===== src/rtl/qam_linear_interp.sv =====
// qam_linear_interp: symbol-to-sample linear interpolating upsampler (define QAM_INTERP_ROUND_EN for round-half-up output)
module qam_linear_interp #(
    parameter int N = 16,
    parameter int W = 16
) (
    input  logic         clk,
    input  logic         rst,
    input  logic [W-1:0] sym_in,
    input  logic         sym_valid,
    output logic         sym_ready,
    output logic [W-1:0] sample_out,
    output logic         sample_valid,
    input  logic         sample_ready,
    output logic [15:0]  underrun_cnt
);
    localparam int L = $clog2(N);
    localparam logic signed [W+L:0] HALF = (W+L+1)'(N/2);
    typedef enum logic {IDLE, RUN} state_t;
    state_t state, state_n;
    logic [W-1:0] prev, prev_n, cur, cur_n, base;
    logic signed [W:0] delta, delta_n;
    logic signed [W+L:0] acc, acc_n;
    logic [L-1:0] k, k_n;
    logic [15:0] underrun_n;
    logic last, sym_xfer, smp_xfer;
    assign last = &k;
    assign sample_valid = state == RUN;
    assign sym_ready = (state == IDLE) ? 1'b1 : last & sample_ready;
    assign sym_xfer = sym_valid & sym_ready;
    assign smp_xfer = sample_valid & sample_ready;
    assign base = (state == IDLE) ? prev : cur;
`ifdef QAM_INTERP_ROUND_EN
    assign sample_out = W'((acc + HALF) >>> L);
`else
    assign sample_out = W'(acc >>> L);
`endif
    // next-state: a symbol load ramps from the last symbol; otherwise step the ramp or fall idle
    always_comb begin
        state_n = state;
        prev_n = prev;
        cur_n = cur;
        delta_n = delta;
        acc_n = acc;
        k_n = k;
        underrun_n = underrun_cnt;
        if (sym_xfer) begin
            prev_n = base;
            cur_n = sym_in;
            delta_n = {sym_in[W-1], sym_in} - {base[W-1], base};
            acc_n = {base[W-1], base, {L{1'b0}}};
            k_n = '0;
            state_n = RUN;
        end else if (smp_xfer) begin
            if (last) begin
                prev_n = cur;
                state_n = IDLE;
                underrun_n = &underrun_cnt ? underrun_cnt : underrun_cnt + 16'd1;
            end else begin
                acc_n = acc + {{L{delta[W]}}, delta};
                k_n = k + L'(1);
            end
        end
    end
    // state registers with asynchronous clear
    always_ff @(posedge clk or posedge rst) begin
        if (rst) begin
            state <= IDLE;
            prev <= '0;
            cur <= '0;
            delta <= '0;
            acc <= '0;
            k <= '0;
            underrun_cnt <= '0;
        end else begin
            state <= state_n;
            prev <= prev_n;
            cur <= cur_n;
            delta <= delta_n;
            acc <= acc_n;
            k <= k_n;
            underrun_cnt <= underrun_n;
        end
    end
endmodule

===== config.mk =====
export PLATFORM = sky130hd
export DESIGN_NAME = qam_linear_interp
export DESIGN_NICKNAME = d
export VERILOG_FILES = /design/src/rtl/qam_linear_interp.sv
export SDC_FILE = /design/constraint.sdc
export NUM_CORES = 1
export LEC_CHECK = 0
export BUFFER_PORTS_ARGS = -buffer_cell sky130_fd_sc_hd__buf_2
export CORE_MARGIN = 2
export CORE_UTILIZATION = 60
export DETAILED_ROUTE_END_ITERATION = 8
export GPL_ROUTABILITY_DRIVEN = 0
export PLACE_DENSITY = 0.87
export REMOVE_ABC_BUFFERS = 1
export SYNTH_ARGS = -nofsm -noshare
export SYNTH_HDL_FRONTEND = slang
export SYNTH_SLANG_ARGS = --single-unit

===== constraint.sdc =====
create_clock -name clk -period 3.8 [get_ports clk]
set_input_delay 0.76 -clock clk [delete_from_list [all_inputs] [get_ports clk]]
set_output_delay 0.76 -clock clk [all_outputs]
set_load 0.02 [all_outputs]

==> qor.yml, run 1 <==
outcome:
  outcome: "finished, final reports clean"
drt:
  drc: 0
  ant_nets: 0
  dr_wl_met2_um: 5770
  topRoutingLayerUsed: "met4"
  vias_per_cell: 6.00
  vias: 4387
  drt_iter0_drc: 301
  dr_wl_met3_um: 588
  routedWlPerCell_um: 16.6
  dr.pass1.iters: 5
  drt-total-wl_um: 12100
  met1_length_um: 5440
job:
  maxCapViolations: 0
sta:
  setup_tns_ns: 0
  slew_viol_final: 0
  period_needed_ns: 3.10
  maxSlewHeadroom_pct: 34.4
  worst_pin_slew_ns: 0.984
  finalHoldViolations: 0
  max_freq_mhz: 323
  finalWorstSetupSlack_ns: 0.701
  finalSetupViolCount: 0
  fin_worst_skew_ns: 0.0141
  grt_setup_unrepaired: "no"
  period_share_pct: 81.5
worst_setup_path:
  endpoint: "delta[14]"
  cp_top_family: "compound AO/OA/AOI/OAI gates"
  r2r_slack_ns: 0.70
  cp.depth: 10
  setup.worst_path.class: "reg2reg"
  cp.arrival_ns: 3.37
  setup.worst_path.start: "sample_valid"
  start_kind: "register"
  max_stage_delay_ns: 0.76
  ff2ff_path_depth: 10
  cp_data_required_time_ns: 4.07
  cp_max_fo: 11
  timing.critical_path.buf_inv: 0
  crit_path_top_delay_cell: "dfrtp_1"
  end_kind: "register"
  path_cells: "mux2_2 > ha_1 > fa_1 > nor2b_4 > o31a_1 > or2_1 > a221o_1 > o41ai_2 > xor2_1 > o21ai_1"
  reg2reg_to: "delta[14]"
  r2r-start: "sample_valid"
grt:
  grt_overflow: 0
  grt_pass1_wl_um: 20300
  antenna_found_initial: 0
  grt_max_degree: 58
  grt.total_usage_pct: 25.6
  grt_pass1_vias: 4329
clocking:
  clk_pin_slew_ns: 0.10
  clkSinkCount: 90
  cts_max_level: 3
  worstSkewPairLatency_ns: 0.38
  cts_buffers: 9
  post_cts_buffers: 0
  cts_max_path_buffers: 2
  cts_tree: "built"
  ctsHoldBuffers: 0
  cts_resized: 0
  root_buffer: "clkbuf_8"
logic_synthesis:
  synth_cells: 580
  synth-edff-count: 0
  synth-seq-cells: 90
  async_flop_share_pct: 100
  synth_warnings: 0
  synth_area_um2: 5500
  yosysUniqueCellTypes: 59
  avgSynthCellArea_um2: 9.49
  ys_seq_area_share_pct: 40.9
  synth_ff_type: "dfrtp_1"
final_layout:
  final-seq-area_um2: 2250
  fill_cells: 658
  nets: 677
  drive_gt1_share_pct: 16.9
  final_area_um2: 5970
  synthToLayoutAreaGrowth_pct: 8.53
  diodes: 0
  multiInputGateArea_um2: 3010
  final_common_cell: "nand2_1"
  layout_common_cells: "102 x nand2_1, 90 x dfrtp_1, 53 x buf_2, 37 x nor2_1, 37 x ha_1"
die:
  die_y_um: 99.8
  dieArea_um2: 9950
  core_um2: 8810
  rows: 34
  initial_utilization_pct: 62.5
  io_pins: 54
  fp.dieW_um: 99.8
pwr:
  swShare_pct: 44.8
  p_int_mw: 2.89
  seqPwrFrac_pct: 31.4
  ir_worst_vdd_uv: 508
  power.density_nw_per_um2: 877
  clkPwrFrac_pct: 12.2
  leakagePower_nw: 3.02
  combPwrFrac_pct: 56.4
  p_sw_mw: 2.35
  finalPower_mw: 5.24
placement:
  placed_area_um2: 5780
  portBuffers: 53
  preCtsSetupSlack_ns: 0.789
  dpl.hpwl_um: 8790
worst_hold_path:
  hp-class: "reg2reg"
[layer usage]
metal	global-route usage, %	vias to the layer above
met5	0	-
li1	-	2113
met3	4.99	30
met1	34.1	2116
met2	41.8	128
met4	9.59	0
[kinds of logic after synthesis]
kind of cell	count (synthesis)	share of synthesized area, %
compound gates	133	16.1
simple gates	195	16.1
mux	38	7.32
buf+inv	47	4.41
fa+ha+maj	39	9.14
flops	90	40.9
xor+xnor	38	6.05
[per-stage QoR]
step                      utilization [%]  std cells  hold slack, ns
after floorplan                         -        547           0.453
after global placement               65.7        715           0.467
after detailed placement             65.7        715           0.476
after CTS                            67.8        731           0.491
after global routing                 67.8        731           0.517
final                                67.8        731           0.490
[Yosys cell counts, types with 7 or more instances]
library cell  instances  area share [%]
dfrtp_1              90              41
a31oi_1               7            0.80
xor2_1               13             2.1
nand2b_1             10             1.1
mux2i_1              20             3.6
inv_1                14            0.95
mux2_2               18             3.7
ha_1                 37             8.4
a21o_1               11             1.5
xnor2_1              25             4.0
buf_4                16             2.2
a21oi_1              26             2.4
nand3_1              10            0.91
o21ai_0              36             3.3
clkbuf_1             12            0.82
nor2_1               37             2.5
nand2_1             103             7.0
[registers in the layout, summed over array words and instances, names as in the netlist]
register and cells:
acc 20, underrun_cnt 16, delta 17, prev 16, sample_valid 1, cur 16, k 4
[worst min path at each step]
stage | from | endpoint | slack [ns] | cells past startpoint
floorplan | acc[3] | acc[3] | 0.45 | 2
global placement | delta[4] | delta[4] | 0.47 | 1
detailed placement | underrun_cnt[14] | underrun_cnt[14] | 0.48 | 1
CTS | underrun_cnt[14] | underrun_cnt[14] | 0.49 | 1
global route | underrun_cnt[10] | underrun_cnt[10] | 0.52 | 1
finish | underrun_cnt[14] | underrun_cnt[14] | 0.49 | 1
[layout make-up]
| type | instances | share of cell area (%) |
|---|---|---|
| inverters | 14 | 0.901 |
| clock inverters | 7 | 1.11 |
| well taps | 108 | 2.26 |
| multi-input cells | 443 | 50.4 |
| clock buffers | 9 | 2.07 |
| repair buffers | 60 | 5.53 |
| flip-flops and latches | 90 | 37.7 |
[power by group through the flow]
| stage | Clock [mW] | Combinational [mW] | Sequential, mW |
|---|---|---|---|
| floorplan | 0 | 2.18 | 1.68 |
| global placement | 0 | 2.76 | 1.63 |
| detailed placement | 0 | 2.89 | 1.66 |
| CTS | 0.650 | 2.91 | 1.64 |
| global route | 0.694 | 3.27 | 1.69 |
| finish | 0.640 | 2.95 | 1.64 |
No activity file was read; power rests on OpenSTA's default activity.
==> run 2, diff against run 1 <==
--- a/config.mk
+++ b/config.mk
@@ -5,12 +5,13 @@
 export SDC_FILE = /design/constraint.sdc
 export NUM_CORES = 1
 export LEC_CHECK = 0
+export ABC_AREA = 1
 export BUFFER_PORTS_ARGS = -buffer_cell sky130_fd_sc_hd__buf_2
 export CORE_MARGIN = 2
-export CORE_UTILIZATION = 60
+export CORE_UTILIZATION = 55
 export DETAILED_ROUTE_END_ITERATION = 8
 export GPL_ROUTABILITY_DRIVEN = 0
-export PLACE_DENSITY = 0.87
+export PLACE_DENSITY = 0.83
 export REMOVE_ABC_BUFFERS = 1
 export SYNTH_ARGS = -nofsm -noshare
 export SYNTH_HDL_FRONTEND = slang
==> constraint.sdc (replaced) <==
create_clock -name clk -period 2.6 [get_ports clk]
set_input_delay 0.52 -clock clk [delete_from_list [all_inputs] [get_ports clk]]
set_output_delay 0.52 -clock clk [all_outputs]
set_load 0.02 [all_outputs]
==> run 2 against run 1 <==
Against the previous run:
- critical endpoint is now delta[15]
- count of clock-buffer cells in the layout is 1 higher
- non-clock buffer count is 2 higher
- die area is 21% higher
==> qor.yml, run 2 <==
clocking:
  cts_max_level: 3  # unchanged
  clk_pin_slew_ns: 0.10  # about the same
  clkSinkCount: 90  # unchanged
  cts_buffers: 9  # unchanged
  cts_max_path_buffers: 2  # unchanged
  ctsHoldBuffers: 0  # unchanged
  worstSkewPairLatency_ns: 0.38  # about the same
  cts_tree: "built"
  root_buffer: "clkbuf_8"
final_layout:
  largest_reg_flops: 20  # unchanged
  synthToLayoutAreaGrowth_pct: 8.25
  top_regs: "acc (20), delta (17)"
  layout_common_cells: "273 x nand2_1, 101 x inv_1, 90 x dfrtp_1, 70 x nor2_1, 61 x nand3_1"
  fill_cells: 935  # +42%
  diodes: 0  # unchanged
  largest_register: "acc"
  final_common_cell: "nand2_1"
  instances_no_fill: 1045  # +43%
  drive_gt1_share_pct: 12.5  # -4.4 points
  nets: 959  # +42%
die:
  fp.dieW_um: 110  # +10%
  rows: 38  # +12%
  die_y_um: 110  # +10%
  initial_utilization_pct: 56.7  # -5.8 points
  dieArea_um2: 12100  # +21%
  io_pins: 54  # unchanged
  core_um2: 10900  # +24%
sta:
  grt_setup_unrepaired: "no"
  period_needed_ns: 2.36  # -0.743 ns
  setup_tns_ns: 0  # unchanged
  fin_worst_skew_ns: 0.0142  # +0.000163 ns
  slew_viol_final: 0  # unchanged
  max_freq_mhz: 425  # +32%
  maxSlewHeadroom_pct: 62.4  # +28 points
  period_share_pct: 90.6  # +9.1 points
  worst_pin_slew_ns: 0.564  # -0.421 ns
  finalHoldViolations: 0  # unchanged
  finalSetupViolCount: 0  # unchanged
worst_setup_path:
  setup.worst_path.class: "reg2reg"
  end_kind: "register"
  r2r-start: "sample_valid"
  cp.arrival_ns: 2.61  # -0.76 ns
  reg2reg_to: "delta[15]"
  setup.worst_path.start: "sample_valid"
  start_kind: "register"
  ff2ff_path_depth: 10  # unchanged
  cp_max_fo: 18  # +7
  r2r_slack_ns: 0.24  # -0.46 ns
  endpoint: "delta[15]"
  cp_data_required_time_ns: 2.86  # -1.21 ns
drt:
  dr.pass1.iters: 5  # unchanged
  ant_nets: 0  # unchanged
  routedWlPerCell_um: 13.1  # -21%
  drt_iter0_drc: 326  # +8.3%
  vias_per_cell: 5.24  # -13%
  drc: 0  # unchanged
  drt-total-wl_um: 13700  # +13%
  vias: 5477  # +25%
placement:
  dp.cells: 1029  # +44%
  dpl.hpwl_um: 10400  # +18%
  portBuffers: 53  # unchanged
logic_synthesis:
  synth_cells: 863  # +49%
  async_flop_share_pct: 100  # unchanged
  synth-seq-cells: 90  # unchanged
  synth_ff_type: "dfrtp_1"
  yosysMostFrequentCell: "nand2_1"
  synth_commonest_cells: "273 x nand2_1, 102 x inv_1, 90 x dfrtp_1"
  synth-edff-count: 0  # unchanged
  ys_top_cells_by_area: "dfrtp_1 36%, nand2_1 17%, ha_1 7.5%"
  synth_warnings: 0  # unchanged
  synth_area_um2: 6170  # +12%
  yosysUniqueCellTypes: 38  # -36%
  synth_top_area_share_pct: 36.5  # -4.4 points
  ys_seq_area_share_pct: 36.5  # -4.4 points
  avgSynthCellArea_um2: 7.15  # -25%
  yosys.area.top_type: "dfrtp_1"
grt:
  grt_pass1_wl_um: 23700  # +17%
  grt.total_usage_pct: 25.0  # -0.64 points
  antenna_found_initial: 0  # unchanged
  grt_pass1_vias: 5178  # +20%
  grt_overflow: 0  # unchanged
  grt_max_degree: 42  # -28%
job:
  maxCapViolations: 0  # unchanged
pwr:
  p_int_mw: 4.32  # +50%
  seqPwrFrac_pct: 28.2  # -3.2 points
  p_sw_mw: 4.18  # +78%
  clkPwrFrac_pct: 10.9  # -1.3 points
  combPwrFrac_pct: 60.9  # +4.5 points
  leakagePower_nw: 3.63  # +20%
  swShare_pct: 49.2  # +4.3 points
  ir_worst_vdd_uv: 468  # -8.0%
  power.density_nw_per_um2: 1270  # +45%
outcome:
  outcome: "finished, final reports clean"
worst_hold_path:
  hp-class: "in2async"
run 2: cell types whose count changed after synthesis, moves of 12 or more:
cell	delta
a21oi_1	+12
a31oi_1	+14
inv_1	+88
mux2_2	-18
mux2i_1	-20
nand2_1	+170
nand3_1	+51
nor2_1	+33
xnor2_1	-18
run 2: worst max-delay path: stages (launching register included):
cell and delay, ns:
dfrtp_1 0.42, buf_4 0.20, buf_4 0.20, o21ai_0 0.24, ha_1 0.36, a21oi_2 0.24, o21ai_0 0.13, a21oi_1 0.20
nand3_1 0.10, nand3_1 0.10, nand2_1 0.06
run 2: area by class of cell:
type / instances / area, µm² / area share, %
repair buffers: 62 / 358 / 5.36
inverters: 105 / 395 / 5.92
flip-flops and latches: 90 / 2250 / 33.7
clock buffers: 10 / 138 / 2.06
clock inverters: 6 / 50.0 / 0.749
well taps: 140 / 175 / 2.62
multi-input cells: 632 / 3310 / 49.6
run 2: routing by layer:
metal / share of wire (%) / global-route usage (%) / vias up
met1: 48 / 35.1 / 2493
met5: 0 / 0 / -
met2: 45 / 39.7 / 120
li1: - / - / 2839
met3: 4.5 / 3.32 / 25
met4: 1.9 / 8.50 / 0
run 2: metrics by stage:
step                hold slack [ns]  setup slack, ns  power [mW]  cell area (µm²)  utilization, %
floorplan                     0.453           -0.277        6.32             5940               -
global placement              0.472            0.189        7.36             6480            59.5
detailed placement            0.475            0.106        7.50             6480            59.5
CTS                           0.161           0.0746        8.44             6670            61.2
global route                  0.189           0.0219        9.47             6680            61.4
finish                        0.160            0.244        8.50             6680            61.4
run 2: kinds of logic after synthesis:
| group | count (synthesis) | share of synthesized area (%) |
|---|---|---|
| xor gates and xnor gates | 20 | 2.84 |
| DFF | 90 | 36.5 |
| AOI/OAI and AO/OA | 114 | 10.6 |
| and+or+nand+nor | 459 | 31.8 |
| buffers and inverters | 141 | 10.1 |
| adders and majority gates | 39 | 8.15 |
run 2: power groups by stage:
stage          clock [mW]  sequential (mW)  combinational, mW
4_1_cts             0.941             2.39               5.11
2_1_floorplan           0             2.49               3.82
3_5_place_dp            0             2.42               5.08
3_3_place_gp            0             2.40               4.95
5_1_grt             0.988             2.48               6.00
6_report            0.924             2.40               5.18
run 2: repair_timing:
| item | in CTS | in global routing |
|---|---|---|
| resized for setup | 0 | 6 |
| setup buffers | 0 | 0 |
| endpoints found under the setup margin | 0 | 9 |
run 2: worst min path at each step:
| stage | start | end | slack (ns) | depth (start not counted) |
|---|---|---|---|---|
| after floorplan | delta[5] | delta[5] | 0.45 | 2 |
| after global placement | delta[7] | delta[7] | 0.47 | 2 |
| after detailed placement | delta[12] | delta[12] | 0.48 | 2 |
| after CTS | rst | sample_valid | 0.16 | 2 |
| after global routing | rst | sample_valid | 0.19 | 2 |
| final | rst | sample_valid | 0.16 | 2 |
